==> src/rtl/uart_packet_tx.sv <==
// uart_packet_tx: serializes 32-bit response packets MSB-first into a UART
// transmitter. Host XON/XOFF pauses data bytes at byte boundaries, and
// single control bytes requested by the receive side go out first.
//
// Handshakes:
//   pkt_valid/pkt_ready : a packet transfers on a clock edge where both are 1.
//                         pkt_ready is 1 exactly when the holding register is
//                         empty; pkt_data is ignored while a word is held.
//   fc_req/fc_ack       : fc_req is held with fc_byte stable until fc_ack
//                         pulses for one cycle, in the same cycle as the strobe
//                         that carries fc_byte.
//   tx_wr_n/tx_busy_n   : a write is tx_wr_n=0 for one cycle with tx_data
//                         valid. tx_busy_n is only looked at in ARB; during
//                         the guard window after a strobe it is ignored.
module uart_packet_tx #(
  parameter int unsigned GUARD_CYCLES = 2,
  parameter logic [7:0]  XOFF         = 8'h13,
  parameter logic [7:0]  XON          = 8'h11,
  parameter bit          FLOW_CTRL_EN = 1'b1
) (
  input  logic        clk100,
  input  logic        rst_n,
  input  logic [31:0] pkt_data,
  input  logic        pkt_valid,
  output logic        pkt_ready,
  input  logic        fc_req,
  input  logic [7:0]  fc_byte,
  output logic        fc_ack,
  input  logic [7:0]  rx_byte,
  input  logic        rx_byte_valid,
  output logic [7:0]  tx_data,
  output logic        tx_wr_n,
  input  logic        tx_busy_n,
  output logic        xoff_active,
  output logic [15:0] pkt_count,
  output logic        dbg_state
);

  typedef enum logic {
    ARB   = 1'b0,
    GUARD = 1'b1
  } state_t;

  localparam logic [3:0] GUARD_LAST = 4'(GUARD_CYCLES - 1);

  state_t      state;
  state_t      state_next;
  logic [3:0]  guard_cnt;
  logic [31:0] hold_word;
  logic        hold_valid;
  logic [1:0]  byte_idx;
  logic [7:0]  sel_byte;
  logic        do_fc;
  logic        do_data;
  logic        pkt_take;

  assign pkt_ready = !hold_valid;
  assign pkt_take  = pkt_valid && !hold_valid;
  assign dbg_state = state;

  // FSM state register
  always_ff @(posedge clk100 or negedge rst_n) begin
    if (!rst_n) begin
      state <= ARB;
    end else begin
      state <= state_next;
    end
  end

  // Arbitration: control byte beats data; data waits for XON; nothing while busy
  always_comb begin
    state_next = state;
    do_fc      = 1'b0;
    do_data    = 1'b0;
    case (state)
      ARB: begin
        if (tx_busy_n) begin
          if (fc_req) begin
            do_fc      = 1'b1;
            state_next = GUARD;
          end else if (hold_valid && !xoff_active) begin
            do_data    = 1'b1;
            state_next = GUARD;
          end
        end
      end
      GUARD: begin
        if (guard_cnt == GUARD_LAST) begin
          state_next = ARB;
        end
      end
      default: state_next = ARB;
    endcase
  end

  // Guard window counter, restarts on every entry into GUARD
  always_ff @(posedge clk100 or negedge rst_n) begin
    if (!rst_n) begin
      guard_cnt <= 4'd0;
    end else if (state == GUARD && guard_cnt != GUARD_LAST) begin
      guard_cnt <= guard_cnt + 4'd1;
    end else begin
      guard_cnt <= 4'd0;
    end
  end

  // Byte select, MSB first
  always_comb begin
    sel_byte = hold_word[31:24];
    case (byte_idx)
      2'd0: sel_byte = hold_word[31:24];
      2'd1: sel_byte = hold_word[23:16];
      2'd2: sel_byte = hold_word[15:8];
      2'd3: sel_byte = hold_word[7:0];
      default: sel_byte = hold_word[31:24];
    endcase
  end

  // Holding register and byte position; the word is frozen while held
  always_ff @(posedge clk100 or negedge rst_n) begin
    if (!rst_n) begin
      hold_word  <= 32'h0;
      hold_valid <= 1'b0;
      byte_idx   <= 2'd0;
    end else if (pkt_take) begin
      hold_word  <= pkt_data;
      hold_valid <= 1'b1;
      byte_idx   <= 2'd0;
    end else if (do_data) begin
      if (byte_idx == 2'd3) begin
        hold_valid <= 1'b0;
        byte_idx   <= 2'd0;
      end else begin
        byte_idx <= byte_idx + 2'd1;
      end
    end
  end

  // Completed packet counter, wraps naturally at 16 bits
  always_ff @(posedge clk100 or negedge rst_n) begin
    if (!rst_n) begin
      pkt_count <= 16'h0;
    end else if (do_data && byte_idx == 2'd3) begin
      pkt_count <= pkt_count + 16'd1;
    end
  end

  // Registered UART write port and control-byte acknowledge
  always_ff @(posedge clk100 or negedge rst_n) begin
    if (!rst_n) begin
      tx_wr_n <= 1'b1;
      tx_data <= 8'h00;
      fc_ack  <= 1'b0;
    end else begin
      tx_wr_n <= !(do_fc || do_data);
      fc_ack  <= do_fc;
      if (do_fc) begin
        tx_data <= fc_byte;
      end else if (do_data) begin
        tx_data <= sel_byte;
      end
    end
  end

  // Host XON/XOFF decode; a pause only blocks the next ARB decision
  always_ff @(posedge clk100 or negedge rst_n) begin
    if (!rst_n) begin
      xoff_active <= 1'b0;
    end else if (FLOW_CTRL_EN && rx_byte_valid) begin
      if (rx_byte == XOFF) begin
        xoff_active <= 1'b1;
      end else if (rx_byte == XON) begin
        xoff_active <= 1'b0;
      end
    end
  end

endmodule

==> config.mk <==
export PLATFORM = sky130hd
export DESIGN_NAME = uart_packet_tx
export DESIGN_NICKNAME = d
export VERILOG_FILES = /design/src/rtl/uart_packet_tx.sv
export SDC_FILE = /design/constraint.sdc
export NUM_CORES = 1
export LEC_CHECK = 0
export ABC_AREA = 1
export CORE_ASPECT_RATIO = 1.75
export CORE_MARGIN = 2
export CORE_UTILIZATION = 40
export CTS_BUF_LIST = sky130_fd_sc_hd__clkbuf_2
export DETAILED_ROUTE_END_ITERATION = 8
export DONT_BUFFER_PORTS = 1
export GPL_ROUTABILITY_DRIVEN = 0
export HOLD_SLACK_MARGIN = 0.1
export PLACE_DENSITY = 0.5
export SYNTH_ARGS = -nofsm -noshare
export SYNTH_HDL_FRONTEND = slang
export SYNTH_SLANG_ARGS = --single-unit
==> constraint.sdc <==
create_clock -name clk100 -period 1.6 [get_ports clk100]
set_input_delay 0.4 -clock clk100 [delete_from_list [all_inputs] [get_ports clk100]]
set_output_delay 0.4 -clock clk100 [all_outputs]
set_load 0.01 [all_outputs]
==> results of run 1 <==
[power by group]
| part | internal [mW] | switching, mW | leakage (nW) |
|---|---|---|---|
| Clock | 0.354 | 0.584 | 0.0669 |
| Sequential | 2.28 | 0.455 | 0.806 |
| Combinational | 0.887 | 0.917 | 0.979 |
| Total | 3.52 | 1.96 | 1.85 |
[cells in the final DEF (no fill, tap or decap)]
| cell | Yosys | final |
|---|---|---|
| nand2_1 | 90 | 89 |
| dfrtp_1 | 66 | 63 |
| dlygate4sd3_1 | 0 | 45 |
| inv_1 | 31 | 31 |
| nor2_1 | 25 | 25 |
| mux2_2 | 25 | 25 |
| a21oi_1 | 23 | 23 |
| nand4_1 | 15 | 15 |
| buf_4 | 2 | 12 |
| clkbuf_2 | 0 | 11 |
| o21ai_0 | 10 | 10 |
| nor3_1 | 9 | 9 |
| nand3_1 | 8 | 8 |
| o211ai_1 | 8 | 8 |
| ha_1 | 7 | 7 |
| xnor2_1 | 4 | 4 |
| xor2_1 | 4 | 4 |
| nor2_2 | 4 | 4 |
| nor2_4 | 3 | 3 |
| o21ai_2 | 3 | 3 |
| dfrtp_2 | 0 | 3 |
| inv_2 | 2 | 2 |
| nand3b_1 | 2 | 2 |
| clkinv_1 | 0 | 2 |
| buf_12 | 0 | 2 |
| nand2_2 | 1 | 1 |
| nand4_2 | 1 | 1 |
| nor3_2 | 1 | 1 |
| nand2_4 | 0 | 1 |
| nor4_4 | 0 | 1 |
| bufinv_16 | 0 | 1 |
| clkinv_2 | 0 | 1 |
| buf_6 | 3 | 1 |
| dfstp_2 | 1 | 1 |
[path summary, 6_finish.rpt]
kind / from / to / slack [ps] / depth (start not counted)
worst max-delay path: rx_byte[4] / xoff_active / 70 / 8
worst min-delay path: rst_n / pkt_count[15] / -460 / 0
worst max register to register: dbg_state / pkt_count[8] / 150 / 6
worst min register to register: guard_cnt[0] / guard_cnt[0] / 510 / 1
max in group asynchronous: rst_n / tx_wr_n / 1840 / 0
min in group clk100: tx_busy_n / byte_idx[1] / 230 / 4
[layer usage]
metal	share of wire (%)	vias up	wire, um
li1	-	1294	-
met1	39	1218	2970
met2	54	65	4040
met3	5.2	10	390
met4	1.9	0	146
met5	0	-	0
[worst register-to-register path, stage by stage (launching register included)]
cell     delay [ps]
dfrtp_1         420
inv_2            70
nand2_2          80
nor3_2          320
nand2_4         190
o21ai_0         190
nand2_1          70
[cell families after synthesis]
logic type,share of synthesized area [%]
adders and majority gates,2.66
buffers and inverters,6.05
muxes,8.56
DFF,51.0
xor gates and xnor gates,2.13
AOI/OAI and AO/OA,7.65
and+or+nand+nor,21.9
[metrics by stage]
stage	total power, mW	worst slack (ps)	utilization [%]	cell area (sq um)
final	5.48	69.1	50.7	4040
after global routing	5.93	-12.4	50.7	4040
after CTS	5.54	21.8	50.4	4010
after detailed placement	4.51	-62.6	43.5	3460
after global placement	4.47	-6.06	43.5	3460
after floorplan	4.00	179	-	3290
[what timing repair did]
action | 4_1_cts | 5_1_grt
gates resized for setup | 1 | 7
hold endpoints to repair | 110 | 67
cloned | 0 | 0
setup endpoints to repair | 2 | 5
[cell type report]
class / instances / area [sq um] / area share [%]
clock buffers: 11 / 55.1 / 1.36
clock inverters: 4 / 42.5 / 1.05
inverters: 33 / 124 / 3.07
multi-input cells: 244 / 1430 / 35.5
flip-flops and latches: 67 / 1680 / 41.6
well taps: 90 / 113 / 2.79
repair buffers: 60 / 592 / 14.6
[flip-flops by register name (all words and copies together) (netlist names)]
signal / cells
byte_idx: 2
dbg_state: 1
fc_ack: 1
guard_cnt: 4
hold_valid: 1
hold_word: 32
pkt_count: 16
tx_data: 8
tx_wr_n: 1
xoff_active: 1
==> results.txt, run 1 <==
P per Cell Area - 1360 nW/um^2
DPL Wire Length - 5380 um
Post-Route WL - 7540 um
Synth Register Bits - 67
clock period minus worst slack - 1530 ps
vias in the first global route - 2707
fill count - 788
synth-to-layout area growth - 22.9%
syn nets - 416
GR peak layer - met2
Total Routing Usage GR - 18.6%
Least-Margin Pin Slew - 367 ps
Core Region - 7960 sq um
ys flop type - dfrtp_1
nets@finish - 476
initial core utilization - 41.3%
kind of critical path - in -> reg
leading area contributor after synthesis - dfrtp_1
CP peak stage delay - 580 ps
Root Driver - clkbuf_2
Arrival @ worst endpoint - 1990 ps
CTS buffer count - 9
DR WL/cell - 14.8 um
VDD IR-drop max - 926 uV
gr ovfl total - 0
Clk Latency, worst-skew pair - 520 ps
fin crit share - 95.7%
Slowest cell on crit path - dlygate4sd3_1
Final Max Tran Viols - 0
DRT iter0 DRCs - 147
initial antenna violation count - 0
Seq/Total Area, Yosys - 51.0%
Slew headroom - 75.5%
Final Hold Vio Count - 67
top post-synthesis cells by area - dfrtp_1 50%, nand2_1 10%, mux2_2 8.6%
row count - 43
CP max FO - 2
post-synthesis cell area - 3290 sq um
TritonCTS clock tree - done
CTS hold repair buffers - 45
port bufs - 0
Synth top cells by count - 90 x nand2_1, 66 x dfrtp_1, 31 x inv_1, 25 x mux2_2, 25 x nor2_1
Yosys top cell area share - 50.2%
fmax - 653 MHz
Via-to-Cell Ratio - 5.08
final cell count without fillers - 509
crit end category - flip-flop
synth unique cells - 28
number of diodes - 0
Yosys warnings - 0
Cell Chain, Critical Path - inv_1 > nor4_4 > dlygate4sd3_1 > nand2_1 > dlygate4sd3_1 > nand2_1 > nand2_1 > inv_1
Routed Antenna Nets - 0
Residual DRC - 0
die area - 8990 sq um
Post-Syn Instances - 355
first-pass GRT wire length - 12800 um
status - finished, violations left
Die Wd - 72.5 um
HP Class - in -> async
Setup TNS - 0 ps
Vias - 2587
Max Cap Violations - 0
largest net degree at the start of global routing - 68
I/O pins - 83
met2 GRT Util - 32.7%
Post-synth EDFFs - 0
violated checks - negative hold slack
most frequent cell on the critical path - nand2_1
DP Cell Count - 449
Die Span Y - 124 um
share of layout cells above drive strength 1 - 17.7%
Clock Tree Buf Depth - 2
Setup Skew - 29.9 ps
GR Layer Usage met3 - 5.42%
RSZ-0062 raised after global routing - yes
# Post-CTS Setup Buffers - 0
CP top delay family - buffers and inverters
Lkg Pwr - 1.85 nW
Final Setup Violations - 0
post-synthesis async set-or-reset flop share - 100%
CP Launch Type - input port
met1 Use GR - 21.0%
mean post-synth cell area - 9.26 sq um
CTS sink cnt - 67
CTS clock-pin slew for the worst setup and hold paths - 190 ps
H-tree depth - 3
count leader, synth - nand2_1
first drt pass iteration count - 4
Hold Slack - -455 ps
CP Data Required Time - 2060 ps
crit path buf inv count - 4
(Power assumes the default switching activity.)
==> inputs of run 2 (changes only) <==
SKIP_CTS_REPAIR_TIMING = 1   (was default)
==> run 2 against run 1 <==
The run still ends with negative hold slack left. Worst setup slack improved by 1.4 ps. Clock power about the same. Critical endpoint is now pkt_count[1]. Non-clock buffer count down 3. Hold slack is essentially flat. Largest power group unchanged. Count of clock-buffer cells in the layout unchanged. Sequential share of layout area increased by 0.47 points. Die area stayed put. First-iteration DRC count down 14%. Critical path depth shrank 7. Combinational power about the same. Largest cell class unchanged.
==> results.txt, run 2 (synthesis gave the netlist of run 1 again) <==
CTS sink cnt - 67 (unchanged)
RSZ-0062 raised after global routing - yes
CP peak stage delay - 470 ps (-110 ps)
vias in the first global route - 2506 (-7.4%)
Routed Antenna Nets - 0 (unchanged)
VDD IR-drop max - 922 uV (-0.45%)
Arrival @ worst endpoint - 1130 ps (-860 ps)
Reg with most FFs - hold_word
first drt pass iteration count - 4 (unchanged)
final instance area - 4000 sq um (-1.1%)
DR WL/cell - 14.8 um (about the same)
largest net degree at the start of global routing - 68 (unchanged)
commonest non-fill, non-tap cell in the layout - nand2_1
fmax - 654 MHz (about the same)
Final Setup Violations - 0 (unchanged)
Clk Latency, worst-skew pair - 520 ps (about the same)
Hold Slack - -455 ps (-0.0190 ps)
P per Cell Area - 1370 nW/um^2 (+1.1%)
Max Cap Violations - 0 (unchanged)
DPL Wire Length - 5380 um (unchanged)
Setup TNS - 0 ps (unchanged)
Least-Margin Pin Slew - 366 ps (-1.38 ps)
Post-Route WL - 7500 um (-0.56%)
Total Routing Usage GR - 17.8% (-0.81 points)
synth-to-layout area growth - 21.5%
CTS clock-pin slew for the worst setup and hold paths - 200 ps (about the same)
FF-to-FF Start - dbg_state
Final Hold Vio Count - 67 (unchanged)
DP Cell Count - 449 (unchanged)
violated checks - negative hold slack
Largest register FFs - 32 (unchanged)
crit path buf inv count - 1 (-3)
HP Class - in -> async
Clock Tree Buf Depth - 2 (unchanged)
crit end category - primary output
die area - 8990 sq um (unchanged)
CP top delay family - flip-flops
status - finished, violations left
DRT iter0 DRCs - 127 (-14%)
Slew headroom - 75.6% (+0.092 points)
Vias - 2597 (+0.39%)
Die Span Y - 124 um (unchanged)
CTS buffer count - 9 (unchanged)
row count - 43 (unchanged)
placed cell area - 3460 sq um (unchanged)
CP max FO - 5 (+3)
Setup Skew - 29.9 ps (+0.0389 ps)
I/O pins - 83 (unchanged)
Die Wd - 72.5 um (unchanged)
gr ovfl total - 0 (unchanged)
Core Region - 7960 sq um (unchanged)
Largest regs - hold_word: 32 flops, pkt_count: 16 flops, tx_data: 8 flops
share of layout cells above drive strength 1 - 17.5% (-0.11 points)
CP startpoint - pkt_count[1]
CP Data Required Time - 1200 ps (-860 ps)
first-pass GRT wire length - 12100 um (-5.3%)
kind of critical path - reg -> out
Root Driver - clkbuf_2
nets@finish - 473 (-0.63%)
initial antenna violation count - 0 (unchanged)
leading cell types in the layout, fill and taps excluded - 89 x nand2_1, 63 x dfrtp_1, 42 x dlygate4sd3_1, 31 x inv_1
final cell count without fillers - 506 (-0.59%)
clock period minus worst slack - 1530 ps (-1.43 ps)
Cell Chain, Critical Path - buf_6
Residual DRC - 0 (unchanged)
Via-to-Cell Ratio - 5.13 (+0.98%)
Lkg Pwr - 1.84 nW (-0.62%)
flop2flop setup slack - 140 ps (about the same)
Slowest cell on crit path - dfrtp_1
Final Max Tran Viols - 0 (unchanged)
port bufs - 0 (unchanged)
H-tree depth - 3 (unchanged)
initial core utilization - 41.3% (unchanged)
fill count - 790 (+0.25%)
number of diodes - 0 (unchanged)
TritonCTS clock tree - done
fin crit share - 95.6% (about the same)
CP Launch Type - flip-flop
-- run 2: changes by cell type in the layout (fill, tap and decap cells not counted) --
cell,change
dlygate4sd3_1,-3
nor4_4,-1
nor4_1,+1
-- run 2: per-layer routing --
layer	wire, um	vias to the layer above	track usage, %
met5	0	-	0
met4	146	0	7.18
met3	420	10	6.47
met2	3970	70	30.1
met1	2970	1228	20.2
li1	-	1289	-
-- run 2: per-stage QoR --
step / setup WS, ps / util, % / power, mW / hold slack (ps)
floorplan: 179 / - / 4.00 / 104
global placement: -6.06 / 43.5 / 4.47 / 107
detailed placement: -62.6 / 43.5 / 4.51 / 107
CTS: -101 / 44.7 / 5.45 / -502
global route: -12.4 / 50.2 / 5.92 / -508
finish: 70.5 / 50.2 / 5.48 / -455
-- run 2: report_power, final --
part / switching (mW) / internal (mW)
registers: 0.460 / 2.28
logic: 0.918 / 0.885
clock network: 0.582 / 0.354
-- run 2: worst paths after layout --
check                      cells after the start            to
max in group asynchronous                      0       tx_wr_n
min in group clk100                            4   xoff_active
max                                            1  pkt_count[1]
min                                            0  pkt_count[4]
max reg2reg                                    6  pkt_count[8]
min reg2reg                                    1  guard_cnt[0]
-- run 2: final cells by class --
cell class | count | area [sq um] | area share [%]
Clock buffer | 11 | 55.1 | 1.38
Multi-Input combinational cell | 244 | 1420 | 35.5
Inverter | 33 | 124 | 3.10
Tap cell | 90 | 113 | 2.82
Sequential cell | 67 | 1680 | 42.1
Timing Repair Buffer | 57 | 562 | 14.1
Clock inverter | 4 | 42.5 | 1.06
